## config.mk

```make
export PLATFORM = sky130hd
export DESIGN_NAME = uart_rx_fifo_pb
export DESIGN_NICKNAME = d
export VERILOG_FILES = /design/src/rtl/uart_rx_fifo_pb.sv
export SDC_FILE = /design/constraint.sdc
export NUM_CORES = 1
export LEC_CHECK = 0
export CORE_MARGIN = 4
export CORE_UTILIZATION = 25
export DETAILED_ROUTE_END_ITERATION = 8
export MAX_ROUTING_LAYER = met4
export SYNTH_ARGS = -nofsm -noshare
export SYNTH_HDL_FRONTEND = slang
export SYNTH_SLANG_ARGS = --single-unit
```

## constraint.sdc

```tcl
create_clock -name CLK_IN -period 3.4 [get_ports CLK_IN]
set_input_delay 0.68 -clock CLK_IN [delete_from_list [all_inputs] [get_ports CLK_IN]]
set_output_delay 0.68 -clock CLK_IN [all_outputs]
set_load 0.05 [all_outputs]
```

## src/rtl/uart_rx_fifo_pb.sv

```systemverilog
// rtl/uart_rx_fifo_pb.sv - 8N1 UART receiver with 16x oversampling and FWFT receive FIFO
//
// Purpose: recovers 8N1 bytes from the asynchronous RX line and buffers them in a
// first-word-fall-through FIFO that the PicoBlaze drains with its read strobe.
//
// Ports:
//   CLK_IN        in   system clock
//   RESET_IN      in   asynchronous, active-high reset
//   RX            in   serial input, idle high, asynchronous to CLK_IN
//   rd_strobe     in   pops the FIFO head when data_present=1
//   data_out      out  FIFO head byte, 0x00 while the FIFO is empty
//   data_present  out  FIFO non-empty
//   half_full     out  FIFO count >= depth/2
//   fifo_full     out  FIFO count = depth
//   framing_error out  one-cycle pulse: stop bit sampled low
//   overrun       out  one-cycle pulse: completed byte dropped because FIFO full

module uart_rx_fifo_pb #(
  parameter int BAUD_DIV = 54,
  parameter int FIFO_AW  = 4
) (
  input  logic       CLK_IN,
  input  logic       RESET_IN,
  input  logic       RX,
  input  logic       rd_strobe,
  output logic [7:0] data_out,
  output logic       data_present,
  output logic       half_full,
  output logic       fifo_full,
  output logic       framing_error,
  output logic       overrun
);

  localparam int BW = (BAUD_DIV > 1) ? $clog2(BAUD_DIV) : 1;
  localparam logic [BW-1:0] BAUD_LAST = BW'(BAUD_DIV - 1);
  localparam int DEPTH = 1 << FIFO_AW;
  localparam logic [FIFO_AW:0] FULL_CNT = (FIFO_AW + 1)'(DEPTH);
  localparam logic [FIFO_AW:0] HALF_CNT = (FIFO_AW + 1)'(DEPTH / 2);

  typedef enum logic [2:0] {IDLE, START, DATA, STOP, WAIT_IDLE} state_t;

  logic              rx_meta;
  logic              rxs;
  logic [BW-1:0]     baud_cnt;
  logic              tick;
  state_t            state;
  logic [3:0]        sc;
  logic [2:0]        bitn;
  logic [7:0]        shreg;

  logic [7:0]        mem [DEPTH];
  logic [FIFO_AW-1:0] wr_ptr;
  logic [FIFO_AW-1:0] rd_ptr;
  logic [FIFO_AW:0]  count;

  logic              pop;
  logic              room;
  logic              stop_sample;
  logic              push;

  // Two-flop synchronizer; resets to the idle (high) line level so that
  // leaving reset never looks like a start edge.
  always_ff @(posedge CLK_IN or posedge RESET_IN) begin
    if (RESET_IN) begin
      rx_meta <= 1'b1;
      rxs     <= 1'b1;
    end else begin
      rx_meta <= RX;
      rxs     <= rx_meta;
    end
  end

  // Free-running 16x oversampling tick.
  always_ff @(posedge CLK_IN or posedge RESET_IN) begin
    if (RESET_IN) begin
      baud_cnt <= '0;
    end else if (tick) begin
      baud_cnt <= '0;
    end else begin
      baud_cnt <= baud_cnt + 1'b1;
    end
  end

  assign tick = (baud_cnt == BAUD_LAST);

  assign pop         = rd_strobe && (count != '0);
  // A pop in the same cycle frees a slot, so the full test looks past it.
  assign room        = (count != FULL_CNT) || pop;
  assign stop_sample = (state == STOP) && tick && (sc == 4'd15);
  assign push        = stop_sample && rxs && room;

  always_ff @(posedge CLK_IN or posedge RESET_IN) begin
    if (RESET_IN) begin
      state         <= IDLE;
      sc            <= 4'd0;
      bitn          <= 3'd0;
      shreg         <= 8'h00;
      framing_error <= 1'b0;
      overrun       <= 1'b0;
    end else begin
      framing_error <= 1'b0;
      overrun       <= 1'b0;
      case (state)
        IDLE: begin
          if (!rxs) begin
            sc    <= 4'd0;
            state <= START;
          end
        end
        START: begin
          if (tick) begin
            if (sc == 4'd7) begin
              // Mid start bit: a high line here means the edge was a glitch.
              if (rxs) begin
                state <= IDLE;
              end else begin
                sc    <= 4'd0;
                bitn  <= 3'd0;
                state <= DATA;
              end
            end else begin
              sc <= sc + 4'd1;
            end
          end
        end
        DATA: begin
          if (tick) begin
            sc <= sc + 4'd1;
            if (sc == 4'd15) begin
              shreg <= {rxs, shreg[7:1]};
              if (bitn == 3'd7) begin
                state <= STOP;
              end else begin
                bitn <= bitn + 3'd1;
              end
            end
          end
        end
        STOP: begin
          if (tick) begin
            sc <= sc + 4'd1;
            if (sc == 4'd15) begin
              if (!rxs) begin
                framing_error <= 1'b1;
                state         <= WAIT_IDLE;
              end else begin
                overrun <= !room;
                state   <= IDLE;
              end
            end
          end
        end
        WAIT_IDLE: begin
          // Hold off until the line returns high so a break is not
          // re-read as a stream of 0x00 frames.
          if (rxs) begin
            state <= IDLE;
          end
        end
        default: state <= IDLE;
      endcase
    end
  end

  // Storage is not reset; data_out is gated while empty instead.
  always_ff @(posedge CLK_IN) begin
    if (push) begin
      mem[wr_ptr] <= shreg;
    end
  end

  always_ff @(posedge CLK_IN or posedge RESET_IN) begin
    if (RESET_IN) begin
      wr_ptr <= '0;
      rd_ptr <= '0;
      count  <= '0;
    end else begin
      if (push) begin
        wr_ptr <= wr_ptr + 1'b1;
      end
      if (pop) begin
        rd_ptr <= rd_ptr + 1'b1;
      end
      case ({push, pop})
        2'b10:   count <= count + 1'b1;
        2'b01:   count <= count - 1'b1;
        default: count <= count;
      endcase
    end
  end

  assign data_present = (count != '0);
  assign half_full    = (count >= HALF_CNT);
  assign fifo_full    = (count == FULL_CNT);
  assign data_out     = data_present ? mem[rd_ptr] : 8'h00;

endmodule
```

==> results of run 1 <==
==> critical path, cell delays in order, from the launching register on <==
cell	delay, ns
dfrtp_1	0.42
buf_12	0.27
mux4_1	0.63
mux2_2	0.31
o21ai_0	0.16
a21oi_1	0.06
buf_4	0.22
==> sequential cells by signal, indices dropped and copies added, names as in the netlist <==
signal         flops
rd_ptr             4
state              3
mem              128
wr_ptr             4
baud_cnt           6
rxs                1
framing_error      1
count              5
shreg              8
bitn               3
sc                 4
overrun            1
rx_meta            1
==> final timing paths <==
| kind | endpoint | cells past startpoint | slack (ns) |
|---|---|---|---|
| worst max-delay path | data_out[3] | 6 | 0.24 |
| worst min-delay path | rxs | 0 | 0.36 |
| worst max register to register | count[4] | 10 | 0.26 |
| worst min register to register | rxs | 0 | 0.36 |
| max in group asynchronous | shreg[5] | 4 | 2.06 |
| min in group asynchronous | framing_error | 2 | 0.65 |
==> kinds of logic after synthesis <==
kind of cell | count (synthesis)
flip-flops | 169
AND/OR/NAND/NOR | 89
multiplexers | 62
AO/OA/AOI/OAI | 48
buffers and inverters | 37
adder cells (fa/ha/maj) | 14
XOR/XNOR | 12
==> report_power, final <==
part	internal, mW	total [mW]	switching, mW	leakage [nW]
registers	2.20	2.20	0.00179	2.04
clock network	1.13	2.03	0.895	0.305
logic	0.00855	0.0213	0.0127	1.04
==> cells in the final DEF (no fill, tap or decap), drive strengths merged, types with 3 or more instances in the layout <==
master	count
mux4	32
nand2	8
nand2b	4
nor4	3
clkdlybuf4s50	8
edfxtp	128
clkinv	3
a21oi	14
nand3	9
xor2	4
o211ai	3
clkbuf	18
mux2i	10
dfrtp	39
buf	39
a21o	3
o21ai	13
nand4	6
nor2	25
and3	4
mux2	20
and4	3
xnor2	8
nor3	7
inv	18
ha	14
==> synthesized netlist by cell type, drive strengths merged, types with 2 or more instances <==
master	number
nand4	6
edfxtp	128
and3	4
nor2b	2
inv	9
buf	22
a21o	3
mux2i	10
o211ai	3
nor4b	2
dfstp	2
and4	3
or4	2
nand2	8
mux4	32
nand3	9
a21oi	14
nor3	7
dfrtp	39
and2	2
mux2	20
nand3b	2
nand2b	4
xor2	4
a31oi	2
a211o	2
a22o	2
nor2	25
or4b	2
ha	14
o21ai	13
xnor2	8
clkbuf	6
nor4	3
==> through the flow <==
stage,utilization [%],hold slack (ns)
global route,30.0,0.367
global placement,27.8,0.347
floorplan,-,0.345
CTS,29.9,0.358
finish,30.0,0.357
detailed placement,27.8,0.347
==> final cells by class <==
type	instances	share of cell area, %
Clock buffer	18	4.99
Clock inverter	14	2.27
Inverter	9	0.393
Multi-Input combinational cell	225	25.4
Sequential cell	169	56.7
Tap cell	384	5.59
Timing Repair Buffer	47	4.72
==> routing by layer <==
| metal | global-route usage [%] | part of all wire (%) | wire length (um) |
|---|---|---|---|
| met3 | 2.35 | 4.0 | 583 |
| met5 | - | 0 | 0 |
| met4 | 2.78 | 1.1 | 155 |
| met2 | 15.7 | 49 | 7110 |
| met1 | 12.6 | 46 | 6640 |
==> reports/qor.yml, run 1 <==
crit_fanout: 33
synth_top_area_share_pct: 53.1
synth_edf_count: 128
dp_cells: 833
fin_cells: 866
yosys.cell_types.count: 60
layout_setup_ws_ns: 0.236
drv_slew: 0
slew_headroom_pct: 54.4
clk_latency_ns: 0.43
pwr_density_cell_nw_per_um2: 494
leakagePower_nw: 3.38
clockBufferDepth: 2
worstHoldStart: "rx_meta"
avgSynthCellArea_sq_um: 16.8
synthToLayoutAreaGrowth_pct: 18.7
yosys_warnings: 0
start_util_pct: 25.3
fmax_mhz: 316
numCtsBuffers: 17
drt_pass1_iterations: 4
syn_area_sq_um: 7240
core_sq_um: 28600
hold_viol: 0
grt_pass1_wl_um: 23100
dieArea_sq_um: 31800
drtIter0Drc: 336
fin_worst_skew_ns: 0.0169
root_buffer: "clkbuf_16"
cts.htree.levels: 4
clk_pin_slew_ns: 0.07
fillerInstances: 2774
pre_cts_slack_ns: -0.0155
grt_overflow: 0
dp_hpwl_um: 9310
synth_seq_cells: 169
vdd_drop_max_uv: 346
yosys-top-cells-area: "edfxtp_1, dfrtp_1, mux4_2"
synthSimpleGateAreaFrac_pct: 6.96
cts.sinks: 169
arrival_ns: 2.48
wire_per_inst_um: 16.7
synth_top_area_cell: "edfxtp_1"
io_pins: 17
grt_max_degree: 34
synth_top_family_by_area: "multiplexers"
placementRows: 62
rsz0062_at_grt: "false"
grt.total_usage_pct: 9.86
seqCellArea_sq_um: 4870
die_w_um: 178
status: "finished clean"
fin_area_sq_um: 8600
routed_via_density: 4.47
postSynth.asyncResetShare_pct: 24.3
crit_path_end_kind: "output port"
cts_tree: "done"
postCtsResizedCells: 0
io_buffers: 16
worstMarginPinSlew_ns: 0.683
syn_nets: 449
cap_viol_max_count: 0
gp_congestion: 0.774
synth_compound_area_share_pct: 4.30
synthXorXnorAreaFrac_pct: 1.45
crit_start: "rd_ptr[1]"
ys_seq_area_share_pct: 67.3
ant_nets: 0
via_count: 3868
drc_errors: 0
syn_inst: 431
die_h_um: 178
synthFlopType: "edfxtp_1"
synth_fa_ha_area_share_pct: 2.42
placed_cell_area_sq_um: 7940
setup_viol: 0
power_mw: 4.25
path_class: "reg -> out"
synthMuxAreaShare_pct: 15.0
final.setup.tns_ns: 0
period_share_pct: 93.1
nets: 487
period_needed_ns: 3.16
drive_gt1_share_pct: 25.1
holdCritPathClass: "reg -> reg"
multi_input_area_sq_um: 2180
worstPathRequired_ns: 2.72
antenna_found_initial: 0
wl_um: 14500
grt_pass1_vias: 4053
worst_r2r_startpoint: "state[2]"
startpoint_type: "flip-flop"
ctsHoldBuffers: 0
num_antenna_cells: 0
post_cts_buffers: 0
Power figures use the tool's default switching activity.
==> run 2, diff against run 1 <==
--- a/config.mk
+++ b/config.mk
@@ -6,9 +6,10 @@
 export NUM_CORES = 1
 export LEC_CHECK = 0
 export CORE_MARGIN = 4
-export CORE_UTILIZATION = 25
+export CORE_UTILIZATION = 50
 export DETAILED_ROUTE_END_ITERATION = 8
 export MAX_ROUTING_LAYER = met4
+export PLACE_DENSITY = 0.67
 export SYNTH_ARGS = -nofsm -noshare
 export SYNTH_HDL_FRONTEND = slang
 export SYNTH_SLANG_ARGS = --single-unit
==> run 2 against run 1 <==
Sequential cell count is the same; critical endpoint is now data_out[7]; highest routed layer unchanged; maximum frequency is 0.24% higher; largest power group unchanged; count of clock-buffer cells in the layout rose by 3; largest cell class unchanged.
==> reports/qor.yml, run 2 (synthesis gave the netlist of run 1 again) <==
clk_latency_ns: 0.42
hold_viol: 0
final.setup.tns_ns: 0
root_buffer: "clkbuf_16"
clk_pin_slew_ns: 0.06
start_util_pct: 51.6
cts_tree: "done"
drc_errors: 0
postCtsResizedCells: 0
fin_worst_skew_ns: 0.00795
via_count: 3747
top_register: "mem"
wl_um: 12700
antenna_found_initial: 0
crit_path_end_kind: "output port"
ctsHoldBuffers: 0
num_antenna_cells: 0
setup_viol: 0
fillerInstances: 1049
cts.htree.levels: 4
dieArea_sq_um: 16500
arrival_ns: 2.48
die_h_um: 128
largest_reg_flops: 128
startpoint_type: "flip-flop"
worstMarginPinSlew_ns: 0.641
pwr_density_cell_nw_per_um2: 497
io_buffers: 16
critPathMaxStageDelay_ns: 0.57
io_pins: 17
period_share_pct: 92.8
grt_overflow: 0
largestRegisters: "mem: 128 flops, shreg: 8 flops, baud_cnt: 6 flops"
fmax_mhz: 317
fin_area_sq_um: 8250
crit_fanout: 32
drtIter0Drc: 290
worstPathRequired_ns: 2.72
grt_pass1_wl_um: 20900
placementRows: 43
rsz0062_at_grt: "false"
cp_top_family: "multiplexers"
placed_cell_area_sq_um: 7660
die_w_um: 128
slowest_stage: "mux4_1"
drv_slew: 0
vdd_drop_max_uv: 390
holdCritPathClass: "reg -> reg"
clockBufferDepth: 2
cap_viol_max_count: 0
cp_num_buf_inv: 2
post_cts_buffers: 0
layout_common_cells: "edfxtp_1, dfrtp_1, buf_4"
path_class: "reg -> out"
numCtsBuffers: 17
gp_congestion: 0.798
wire_per_inst_um: 19.3
ant_nets: 0
routed_via_density: 5.70
drive_gt1_share_pct: 24.3
grt_pass1_vias: 3835
nets: 482
drt_pass1_iterations: 4
power_mw: 4.10
leakagePower_nw: 3.33
rrSetupSlack_ns: 0.31
synthToLayoutAreaGrowth_pct: 13.9
core_sq_um: 14000
path_cells: "buf_12 > mux4_1 > mux2_2 > o21ai_0 > a21oi_1 > buf_4"
cts.sinks: 169
layout_commonest_cell: "edfxtp_1"
dp_hpwl_um: 8160
grt.total_usage_pct: 17.4
grt_max_degree: 42
period_needed_ns: 3.16
status: "finished clean"
slew_headroom_pct: 57.3
run 2: cell count changes in the layout (fill, tap and decap cells not counted), sizes merged:
cell,delta
inv,-9
buf,-5
clkinvlp,+4
clkbuf,+3
clkinv,+2
run 2: worst register-to-register path, cell delays in order, from the launching register on:
cell and delay, ns:
dfrtp_1 0.39, inv_1 0.06, ha_1 0.14, and4_1 0.24
and2_2 0.26, nand3_1 0.20, ha_1 0.29, ha_1 0.38
o211ai_1 0.14, nor4bb_1 0.19, a2111o_1 0.39, or3_1 0.31
run 2: final cells by class:
cell class / instances / area [sq um] / share of cell area, %
Timing Repair Buffer: 42 / 348 / 4.22
Sequential cell: 169 / 4870 / 59.0
Tap cell: 180 / 225 / 2.73
Clock buffer: 21 / 470 / 5.70
Inverter: 9 / 33.8 / 0.409
Clock inverter: 11 / 121 / 1.47
Multi-Input combinational cell: 225 / 2180 / 26.4
run 2: routing by layer:
metal  share of wire, %  track usage [%]  vias up
met5                  0                -        -
met4                1.4             5.99        0
met3                3.2             4.03       17
met2                 49             26.9       53
met1                 46             22.9     1907
li1                   -                -     1770
run 2: where the power goes:
| part | switching [mW] | internal (mW) |
|---|---|---|
| combinational | 0.0113 | 0.00465 |
| sequential | 0.00176 | 2.20 |
| clock | 0.750 | 1.14 |
run 2: final timing paths:
kind                             startpoint          end  cells after the start
worst max-delay path              rd_ptr[1]  data_out[7]                      6
worst min-delay path                rx_meta          rxs                      0
worst max register to register  baud_cnt[1]     count[4]                     11
worst min register to register      rx_meta          rxs                      0
max in group asynchronous          RESET_IN     shreg[7]                      3
min in group asynchronous          RESET_IN     count[3]                      3
run 2: stage by stage:
| step | std cells | hold slack (ns) | setup slack, ns | utilization, % |
|---|---|---|---|---|
| final | 657 | 0.359 | 0.243 | 58.8 |
| after global routing | 657 | 0.365 | 0.0589 | 58.8 |
| after CTS | 657 | 0.360 | 0.196 | 58.8 |
| after detailed placement | 625 | 0.351 | 0.0389 | 54.5 |
| after global placement | 625 | 0.346 | 0.151 | 54.5 |
| after floorplan | 431 | 0.345 | 0.431 | - |
